<file path="config.mk">
export PLATFORM = sky130hd
export DESIGN_NAME = vmem_port_arbiter_flat
export DESIGN_NICKNAME = d
export VERILOG_FILES = /design/src/rtl/vmem_port_arbiter_if.sv /design/src/rtl/vmem_port_arbiter.sv /design/src/flat_wrapper.sv
export SDC_FILE = /design/constraint.sdc
export NUM_CORES = 1
export LEC_CHECK = 0
export BUFFER_PORTS_ARGS = -buffer_cell sky130_fd_sc_hd__buf_2
export CAP_MARGIN = 20
export CORE_AREA = 2 2 130 183
export DETAILED_ROUTE_END_ITERATION = 16
export DIE_AREA = 0 0 132 185
export GPL_ROUTABILITY_DRIVEN = 0
export GPL_TIMING_DRIVEN = 1
export PLACE_DENSITY_LB_ADDON = 0.3
export SYNTH_ARGS = -nofsm -noshare
export SYNTH_HDL_FRONTEND = slang
export SYNTH_SLANG_ARGS = --single-unit
</file>
<file path="constraint.sdc">
create_clock -name clk -period 8.6 [get_ports clk]
set_input_delay 1.29 -clock clk [delete_from_list [all_inputs] [get_ports clk]]
set_output_delay 1.29 -clock clk [all_outputs]
set_load 0.02 [all_outputs]
</file>
<file path="src/rtl/vmem_port_arbiter_if.sv">
// Bundle of the scalar LSU, vector LSU/VRF and datamem signals that meet at the port arbiter.
interface vmem_port_arbiter_if #(
  parameter int DATA_WIDTH = 32,
  parameter int VL_W       = 6
);
  logic                  s_req_i;
  logic                  s_we_i;
  logic [1:0]            s_size_i;
  logic                  s_unsigned_i;
  logic [DATA_WIDTH-1:0] s_addr_i;
  logic [DATA_WIDTH-1:0] s_wdata_i;
  logic                  s_gnt_o;
  logic [DATA_WIDTH-1:0] s_rdata_o;

  logic                  v_start_i;
  logic                  v_store_i;
  logic [1:0]            v_eew_i;
  logic [DATA_WIDTH-1:0] v_base_i;
  logic [DATA_WIDTH-1:0] v_stride_i;
  logic [VL_W-1:0]       v_vl_i;
  logic [DATA_WIDTH-1:0] v_wdata_i;
  logic [VL_W-1:0]       v_elem_idx_o;
  logic [DATA_WIDTH-1:0] v_rdata_o;
  logic [VL_W-1:0]       v_rdata_idx_o;
  logic                  v_rdata_valid_o;
  logic                  v_busy_o;
  logic                  v_done_o;
  logic                  v_err_o;

  logic                  mem_read_o;
  logic                  mem_write_o;
  logic [1:0]            mem_size_o;
  logic                  mem_unsigned_o;
  logic [DATA_WIDTH-1:0] mem_addr_o;
  logic [DATA_WIDTH-1:0] mem_wdata_o;
  logic [DATA_WIDTH-1:0] mem_rdata_i;

  // Arbiter side of the bundle.
  modport slave (
    input  s_req_i, s_we_i, s_size_i, s_unsigned_i, s_addr_i, s_wdata_i,
    output s_gnt_o, s_rdata_o,
    input  v_start_i, v_store_i, v_eew_i, v_base_i, v_stride_i, v_vl_i, v_wdata_i,
    output v_elem_idx_o, v_rdata_o, v_rdata_idx_o, v_rdata_valid_o, v_busy_o, v_done_o, v_err_o,
    output mem_read_o, mem_write_o, mem_size_o, mem_unsigned_o, mem_addr_o, mem_wdata_o,
    input  mem_rdata_i
  );

  // Environment side: LSUs, VRF and datamem.
  modport master (
    output s_req_i, s_we_i, s_size_i, s_unsigned_i, s_addr_i, s_wdata_i,
    input  s_gnt_o, s_rdata_o,
    output v_start_i, v_store_i, v_eew_i, v_base_i, v_stride_i, v_vl_i, v_wdata_i,
    input  v_elem_idx_o, v_rdata_o, v_rdata_idx_o, v_rdata_valid_o, v_busy_o, v_done_o, v_err_o,
    input  mem_read_o, mem_write_o, mem_size_o, mem_unsigned_o, mem_addr_o, mem_wdata_o,
    output mem_rdata_i
  );
endinterface

</file>
<file path="src/rtl/vmem_port_arbiter.sv">
// Shares the single datamem port between the scalar LSU and a strided vector
// load/store sequencer. Scalar has priority; a stall counter forces a vector
// slot after STARVE_LIMIT consecutive lost cycles.
module vmem_port_arbiter #(
  parameter int DATA_WIDTH   = 32,
  parameter int VL_W         = 6,
  parameter int STARVE_LIMIT = 4
) (
  input logic              clk,
  input logic              rst,
  vmem_port_arbiter_if.slave bus
);

  localparam int SC_W = (STARVE_LIMIT < 1) ? 1 : $clog2(STARVE_LIMIT + 1);

  localparam logic [1:0] IDLE = 2'd0;
  localparam logic [1:0] RUN  = 2'd1;
  localparam logic [1:0] DONE = 2'd2;

  logic [1:0]            state;
  logic                  store_q;
  logic [1:0]            eew_q;
  logic [DATA_WIDTH-1:0] stride_q;
  logic [VL_W-1:0]       vl_q;
  logic [DATA_WIDTH-1:0] ptr_q;
  logic [VL_W-1:0]       idx_q;
  logic [SC_W-1:0]       stall_cnt;
  logic                  err_q;
  logic [DATA_WIDTH-1:0] rdata_q;
  logic [VL_W-1:0]       rdata_idx_q;
  logic                  rdata_valid_q;

  logic v_win;
  logic misalign;
  logic v_issue;
  logic s_gnt;

  // A misaligned element still uses its slot; it just never reaches memory.
  assign v_win    = (state == RUN) && (!bus.s_req_i || (stall_cnt == SC_W'(STARVE_LIMIT)));
  assign misalign = ((eew_q == 2'b01) && ptr_q[0]) || (eew_q[1] && (ptr_q[1:0] != 2'b00));
  assign v_issue  = v_win && !misalign;
  assign s_gnt    = bus.s_req_i && !v_win;

  assign bus.s_gnt_o         = s_gnt;
  assign bus.s_rdata_o       = (s_gnt && !bus.s_we_i) ? bus.mem_rdata_i : '0;
  assign bus.v_elem_idx_o    = idx_q;
  assign bus.v_rdata_o       = rdata_q;
  assign bus.v_rdata_idx_o   = rdata_idx_q;
  assign bus.v_rdata_valid_o = rdata_valid_q;
  assign bus.v_busy_o        = (state != IDLE);
  assign bus.v_done_o        = (state == DONE);
  assign bus.v_err_o         = err_q;

  // Drive the datamem port from whichever side owns it; idle port stays all-zero.
  always_comb begin
    bus.mem_read_o     = 1'b0;
    bus.mem_write_o    = 1'b0;
    bus.mem_size_o     = 2'b00;
    bus.mem_unsigned_o = 1'b0;
    bus.mem_addr_o     = '0;
    bus.mem_wdata_o    = '0;
    if (v_issue) begin
      bus.mem_read_o     = !store_q;
      bus.mem_write_o    = store_q;
      bus.mem_size_o     = eew_q;
      bus.mem_unsigned_o = !store_q;
      bus.mem_addr_o     = ptr_q;
      bus.mem_wdata_o    = store_q ? bus.v_wdata_i : '0;
    end else if (s_gnt) begin
      bus.mem_read_o     = !bus.s_we_i;
      bus.mem_write_o    = bus.s_we_i;
      bus.mem_size_o     = bus.s_size_i;
      bus.mem_unsigned_o = bus.s_unsigned_i;
      bus.mem_addr_o     = bus.s_addr_i;
      bus.mem_wdata_o    = bus.s_wdata_i;
    end
  end

  // Sequencer FSM: latch the op in IDLE, walk the elements in RUN, pulse done in DONE.
  always_ff @(posedge clk or posedge rst) begin
    if (rst) begin
      state    <= IDLE;
      store_q  <= 1'b0;
      eew_q    <= 2'b00;
      stride_q <= '0;
      vl_q     <= '0;
      ptr_q    <= '0;
      idx_q    <= '0;
      err_q    <= 1'b0;
    end else begin
      case (state)
        IDLE: begin
          if (bus.v_start_i) begin
            store_q  <= bus.v_store_i;
            eew_q    <= bus.v_eew_i;
            stride_q <= bus.v_stride_i;
            vl_q     <= bus.v_vl_i;
            ptr_q    <= bus.v_base_i;
            idx_q    <= '0;
            err_q    <= 1'b0;
            state    <= (bus.v_vl_i == '0) ? DONE : RUN;
          end
        end
        RUN: begin
          if (v_win) begin
            ptr_q <= ptr_q + stride_q;
            idx_q <= idx_q + VL_W'(1);
            if (misalign) err_q <= 1'b1;
            if (idx_q == vl_q - VL_W'(1)) state <= DONE;
          end
        end
        DONE:    state <= IDLE;
        default: state <= IDLE;
      endcase
    end
  end

  // Count consecutive RUN cycles the vector side lost to the scalar LSU.
  always_ff @(posedge clk or posedge rst) begin
    if (rst) begin
      stall_cnt <= '0;
    end else if ((state == RUN) && !v_win) begin
      stall_cnt <= stall_cnt + SC_W'(1);
    end else begin
      stall_cnt <= '0;
    end
  end

  // Capture vector load data at the edge that ends its issue cycle.
  always_ff @(posedge clk or posedge rst) begin
    if (rst) begin
      rdata_q       <= '0;
      rdata_idx_q   <= '0;
      rdata_valid_q <= 1'b0;
    end else begin
      rdata_valid_q <= v_issue && !store_q;
      if (v_issue && !store_q) begin
        rdata_q     <= bus.mem_rdata_i;
        rdata_idx_q <= idx_q;
      end
    end
  end

endmodule

</file>
<file path="src/flat_wrapper.sv">
// flat-port wrapper written by rule: the top's interface ports become plain ports
module vmem_port_arbiter_flat 
#(
  parameter int DATA_WIDTH   = 32,
  parameter int VL_W         = 6,
  parameter int STARVE_LIMIT = 4
)
  (clk, rst, bus_s_req_i, bus_s_we_i, bus_s_size_i, bus_s_unsigned_i, bus_s_addr_i, bus_s_wdata_i, bus_s_gnt_o, bus_s_rdata_o, bus_v_start_i, bus_v_store_i, bus_v_eew_i, bus_v_base_i, bus_v_stride_i, bus_v_vl_i, bus_v_wdata_i, bus_v_elem_idx_o, bus_v_rdata_o, bus_v_rdata_idx_o, bus_v_rdata_valid_o, bus_v_busy_o, bus_v_done_o, bus_v_err_o, bus_mem_read_o, bus_mem_write_o, bus_mem_size_o, bus_mem_unsigned_o, bus_mem_addr_o, bus_mem_wdata_o, bus_mem_rdata_i);
  vmem_port_arbiter_if #(.DATA_WIDTH(DATA_WIDTH), .VL_W(VL_W)) bus_i ();
  input logic clk;
  input logic rst;
  input wire logic [$bits(bus_i.s_req_i)-1:0] bus_s_req_i;
  input wire logic [$bits(bus_i.s_we_i)-1:0] bus_s_we_i;
  input wire logic [$bits(bus_i.s_size_i)-1:0] bus_s_size_i;
  input wire logic [$bits(bus_i.s_unsigned_i)-1:0] bus_s_unsigned_i;
  input wire logic [$bits(bus_i.s_addr_i)-1:0] bus_s_addr_i;
  input wire logic [$bits(bus_i.s_wdata_i)-1:0] bus_s_wdata_i;
  output wire logic [$bits(bus_i.s_gnt_o)-1:0] bus_s_gnt_o;
  output wire logic [$bits(bus_i.s_rdata_o)-1:0] bus_s_rdata_o;
  input wire logic [$bits(bus_i.v_start_i)-1:0] bus_v_start_i;
  input wire logic [$bits(bus_i.v_store_i)-1:0] bus_v_store_i;
  input wire logic [$bits(bus_i.v_eew_i)-1:0] bus_v_eew_i;
  input wire logic [$bits(bus_i.v_base_i)-1:0] bus_v_base_i;
  input wire logic [$bits(bus_i.v_stride_i)-1:0] bus_v_stride_i;
  input wire logic [$bits(bus_i.v_vl_i)-1:0] bus_v_vl_i;
  input wire logic [$bits(bus_i.v_wdata_i)-1:0] bus_v_wdata_i;
  output wire logic [$bits(bus_i.v_elem_idx_o)-1:0] bus_v_elem_idx_o;
  output wire logic [$bits(bus_i.v_rdata_o)-1:0] bus_v_rdata_o;
  output wire logic [$bits(bus_i.v_rdata_idx_o)-1:0] bus_v_rdata_idx_o;
  output wire logic [$bits(bus_i.v_rdata_valid_o)-1:0] bus_v_rdata_valid_o;
  output wire logic [$bits(bus_i.v_busy_o)-1:0] bus_v_busy_o;
  output wire logic [$bits(bus_i.v_done_o)-1:0] bus_v_done_o;
  output wire logic [$bits(bus_i.v_err_o)-1:0] bus_v_err_o;
  output wire logic [$bits(bus_i.mem_read_o)-1:0] bus_mem_read_o;
  output wire logic [$bits(bus_i.mem_write_o)-1:0] bus_mem_write_o;
  output wire logic [$bits(bus_i.mem_size_o)-1:0] bus_mem_size_o;
  output wire logic [$bits(bus_i.mem_unsigned_o)-1:0] bus_mem_unsigned_o;
  output wire logic [$bits(bus_i.mem_addr_o)-1:0] bus_mem_addr_o;
  output wire logic [$bits(bus_i.mem_wdata_o)-1:0] bus_mem_wdata_o;
  input wire logic [$bits(bus_i.mem_rdata_i)-1:0] bus_mem_rdata_i;
  assign bus_i.s_req_i = bus_s_req_i;
  assign bus_i.s_we_i = bus_s_we_i;
  assign bus_i.s_size_i = bus_s_size_i;
  assign bus_i.s_unsigned_i = bus_s_unsigned_i;
  assign bus_i.s_addr_i = bus_s_addr_i;
  assign bus_i.s_wdata_i = bus_s_wdata_i;
  assign bus_s_gnt_o = bus_i.s_gnt_o;
  assign bus_s_rdata_o = bus_i.s_rdata_o;
  assign bus_i.v_start_i = bus_v_start_i;
  assign bus_i.v_store_i = bus_v_store_i;
  assign bus_i.v_eew_i = bus_v_eew_i;
  assign bus_i.v_base_i = bus_v_base_i;
  assign bus_i.v_stride_i = bus_v_stride_i;
  assign bus_i.v_vl_i = bus_v_vl_i;
  assign bus_i.v_wdata_i = bus_v_wdata_i;
  assign bus_v_elem_idx_o = bus_i.v_elem_idx_o;
  assign bus_v_rdata_o = bus_i.v_rdata_o;
  assign bus_v_rdata_idx_o = bus_i.v_rdata_idx_o;
  assign bus_v_rdata_valid_o = bus_i.v_rdata_valid_o;
  assign bus_v_busy_o = bus_i.v_busy_o;
  assign bus_v_done_o = bus_i.v_done_o;
  assign bus_v_err_o = bus_i.v_err_o;
  assign bus_mem_read_o = bus_i.mem_read_o;
  assign bus_mem_write_o = bus_i.mem_write_o;
  assign bus_mem_size_o = bus_i.mem_size_o;
  assign bus_mem_unsigned_o = bus_i.mem_unsigned_o;
  assign bus_mem_addr_o = bus_i.mem_addr_o;
  assign bus_mem_wdata_o = bus_i.mem_wdata_o;
  assign bus_i.mem_rdata_i = bus_mem_rdata_i;
  vmem_port_arbiter #(.DATA_WIDTH(DATA_WIDTH), .VL_W(VL_W), .STARVE_LIMIT(STARVE_LIMIT)) u_core (.clk(clk), .rst(rst), .bus(bus_i));
endmodule
</file>
==> metrics <==
Fmax achieved=205 MHz; Synth cell types=64; final hold vios=0; I/O pin count=359; cell count of the worst hold path=1; Max Cap Viol=0; Routed WL=25,500 µm; CTS tree=done; Rel. slew slack=32.4%; Fin Clk Skew=0.0140 ns; hold path start=u_core.bus.v_rdata_o[20]; Final ANT Viol Nets=0; die area=24,400 µm²; maximum vdd drop=0.158 mV; Seq/Total Area, Yosys=40.6%; FF/Latch Area=3100 µm²; Syn Inst Count=838; Worst Setup Slack, final=3.71 ns; post-route cell area=10,300 µm²; ys async rst share=100%; complex-gate fraction of the synthesized area=20.6%; dpl ws=3.75 ns; final hold slack=0.479 ns; Total Neg Setup Slack=0 ns; Site Rows=66; # nets final=1,418; period utilization=56.8%; mux cell area share after synthesis=6.01%; grt ovf=0; Sink Count=124; initial antenna violation count=2; Synth Area per Inst=9.12 µm²; hold_buf cts=0; I/O Buffers=358; Layout area overhead=34.4%; CP arrival=3.60 ns; largest net degree at the start of global routing=71; Max H-tree Level=4; adder-cell share of the synthesized area=5.99%; cts repair resizes=0; met1 Use GR=24.3%; EDFF count, synth=0; CTS clk-pin slew, worst paths=0.06 ns; CP startpoint kind=input port; CTS root buffer=clkbuf_16; DRC=0; Post-DP Area=9670 µm²; total core area=22,900 µm²; vias in the first global route=7,308; DR iter-0 viols=390; dpl hpwl=19,100 µm; most frequent cells in the layout=buf_2, nand2_1, dfrtp_1; number of fill cells=2,301; status=finished clean; R2R Path Start=u_core.ptr_q[0]; Slew @ Worst Pin=1.01 ns; XOR/XNOR Fraction of Synth Area=4.01%; Crit. End Element=primary output; Die H=185 µm; Max Slew Vio Count=0; ys flop type=dfrtp_1; setup bufs post-CTS=0; Pleak=5.44 nW; Post-Synth Simple-Gate Area=18.8%; met2 GRT Util=36.1%; RSZ-0062 raised after global routing=false; worst min-delay path class=register to register; Syn Nets=1,083; final design utilization=44.9%; first-pass GRT wire length=38,900 µm; YS warnings=0; drt first pass iters=6; Worst EP required=7.31 ns; Tmin final=4.89 ns; vias per cell=5.01; pwr/cell area=417 nW/µm²; Die X=132 µm; Synth Register Bits=124; Inserted Clock Buffers=17; vias=7,478; worst r2r path cells=11; M3 GR Usage=3.83%; Final Setup Violations=0; Cells after DPL=1,460; largest family of logic cells by synthesized area=compound AO/OA/AOI/OAI gates; Cell Area, Synth=7640 µm²; launch point of the worst path=bus_s_req_i; layout cells sized above 1=35.8%; All-Layer GR Usage=20.4%; leading cell type in the layout, fill and taps excluded=buf_2; critical path type=input port to primary output; area of the multi-input gates=4260 µm²; Initial Util=33.4%; average routed wire per standard cell=17.1 µm; Final Power=4.28 mW; clk buf depth=2; Finished Layout Cells=1,493; Critical Path Fanout Max=33; busiest grt layer=met2; clk_lat worst skew=0.42 ns
==> cells in the mapped netlist, types with 2 or more instances <==
cell type / number / area share [%]
or3_1: 5 / 0.41
nand2_1: 170 / 8.4
nand2b_1: 4 / 0.33
mux2_1: 38 / 5.6
clkbuf_8: 4 / 0.72
and3_1: 10 / 0.82
nor3b_1: 2 / 0.20
dfrtp_1: 124 / 41
nand4_1: 8 / 0.66
a21oi_2: 2 / 0.23
ha_1: 35 / 5.7
o22ai_1: 2 / 0.16
clkbuf_1: 41 / 2.0
a21oi_1: 62 / 4.1
a221oi_1: 2 / 0.23
o21a_1: 3 / 0.29
a21boi_1: 2 / 0.20
a211oi_1: 4 / 0.39
a21o_2: 2 / 0.23
a22o_1: 66 / 7.6
and2_1: 34 / 2.8
o21ai_1: 14 / 0.92
nand3_1: 10 / 0.66
nor3_1: 7 / 0.46
buf_2: 4 / 0.26
o21bai_1: 4 / 0.39
nand3b_1: 2 / 0.20
buf_6: 2 / 0.29
o21a_2: 2 / 0.23
o21ai_0: 24 / 1.6
inv_1: 12 / 0.59
xnor2_1: 14 / 1.6
o31ai_1: 3 / 0.29
nor2b_1: 10 / 0.82
nor2_1: 37 / 1.8
xor2_1: 21 / 2.4
nor4_1: 4 / 0.33
mux2i_1: 2 / 0.26
or2_2: 2 / 0.16
a21o_1: 14 / 1.4
a31oi_1: 7 / 0.57
==> final timing paths <==
| kind | to | slack (ns) |
|---|---|---|
| min in group asynchronous | u_core.bus.v_rdata_o[11] | 0.92 |
| max | bus_s_rdata_o[20] | 3.71 |
| min reg2reg | u_core.bus.v_rdata_o[20] | 0.48 |
| max in group asynchronous | u_core.bus.v_rdata_o[23] | 6.39 |
| max reg2reg | u_core.ptr_q[28] | 4.98 |
| min | u_core.bus.v_rdata_o[20] | 0.48 |
==> per-layer routing <==
layer | vias to the layer above | part of all wire [%] | wire [µm]
met5 | - | 0 | 0
met4 | 0 | 2.8 | 711
met3 | 39 | 5.4 | 1370
met2 | 289 | 50 | 12900
met1 | 3512 | 41 | 10600
li1 | 3638 | - | -
==> critical path, stage by stage <==
cell      delay, ns
buf_2          0.10
a21boi_1       0.31
nand2b_1       0.44
and2_2         0.23
nor2b_2        0.80
and2_1         0.24
buf_2          0.16
==> cell families (layout without fill, tap and decap cells) <==
logic type      Yosys count  count (layout)
simple gates            312             312
compound gates          226             226
flops                   124             124
buf+inv                  64             412
mux                      41              41
fa+ha+maj                36              36
xor+xnor                 35              35
other cells               0               1
==> power by group <==
part	internal [mW]	total [mW]	switching, mW
logic	0.985	2.47	1.48
registers	0.859	1.08	0.217
clock network	0.416	0.736	0.320
total	2.26	4.28	2.02
==> registers in the layout (all words and copies together), names as in the netlist <==
| signal | cells |
|---|---|
| u_core.bus.v_elem_idx_o | 6 |
| u_core.stride_q | 32 |
| u_core.bus.v_rdata_o | 32 |
| u_core.ptr_q | 32 |
| u_core.store_q | 1 |
| u_core.bus.v_rdata_valid_o | 1 |
| u_core.bus.v_err_o | 1 |
| u_core.eew_q | 2 |
| u_core.vl_q | 6 |
| u_core.bus.v_rdata_idx_o | 6 |
| u_core.state | 2 |
| u_core.stall_cnt | 3 |
==> final cells by class <==
type,instances,share of cell area (%)
clock buffer,17,4.14
inverter,12,0.488
timing repair buffer,368,18.3
multi-input combinational,650,41.5
antenna,1,0.0244
sequential,124,30.2
tap,306,3.73
clock inverter,15,1.66
Note: power is estimated with default switching activity, not from simulation.
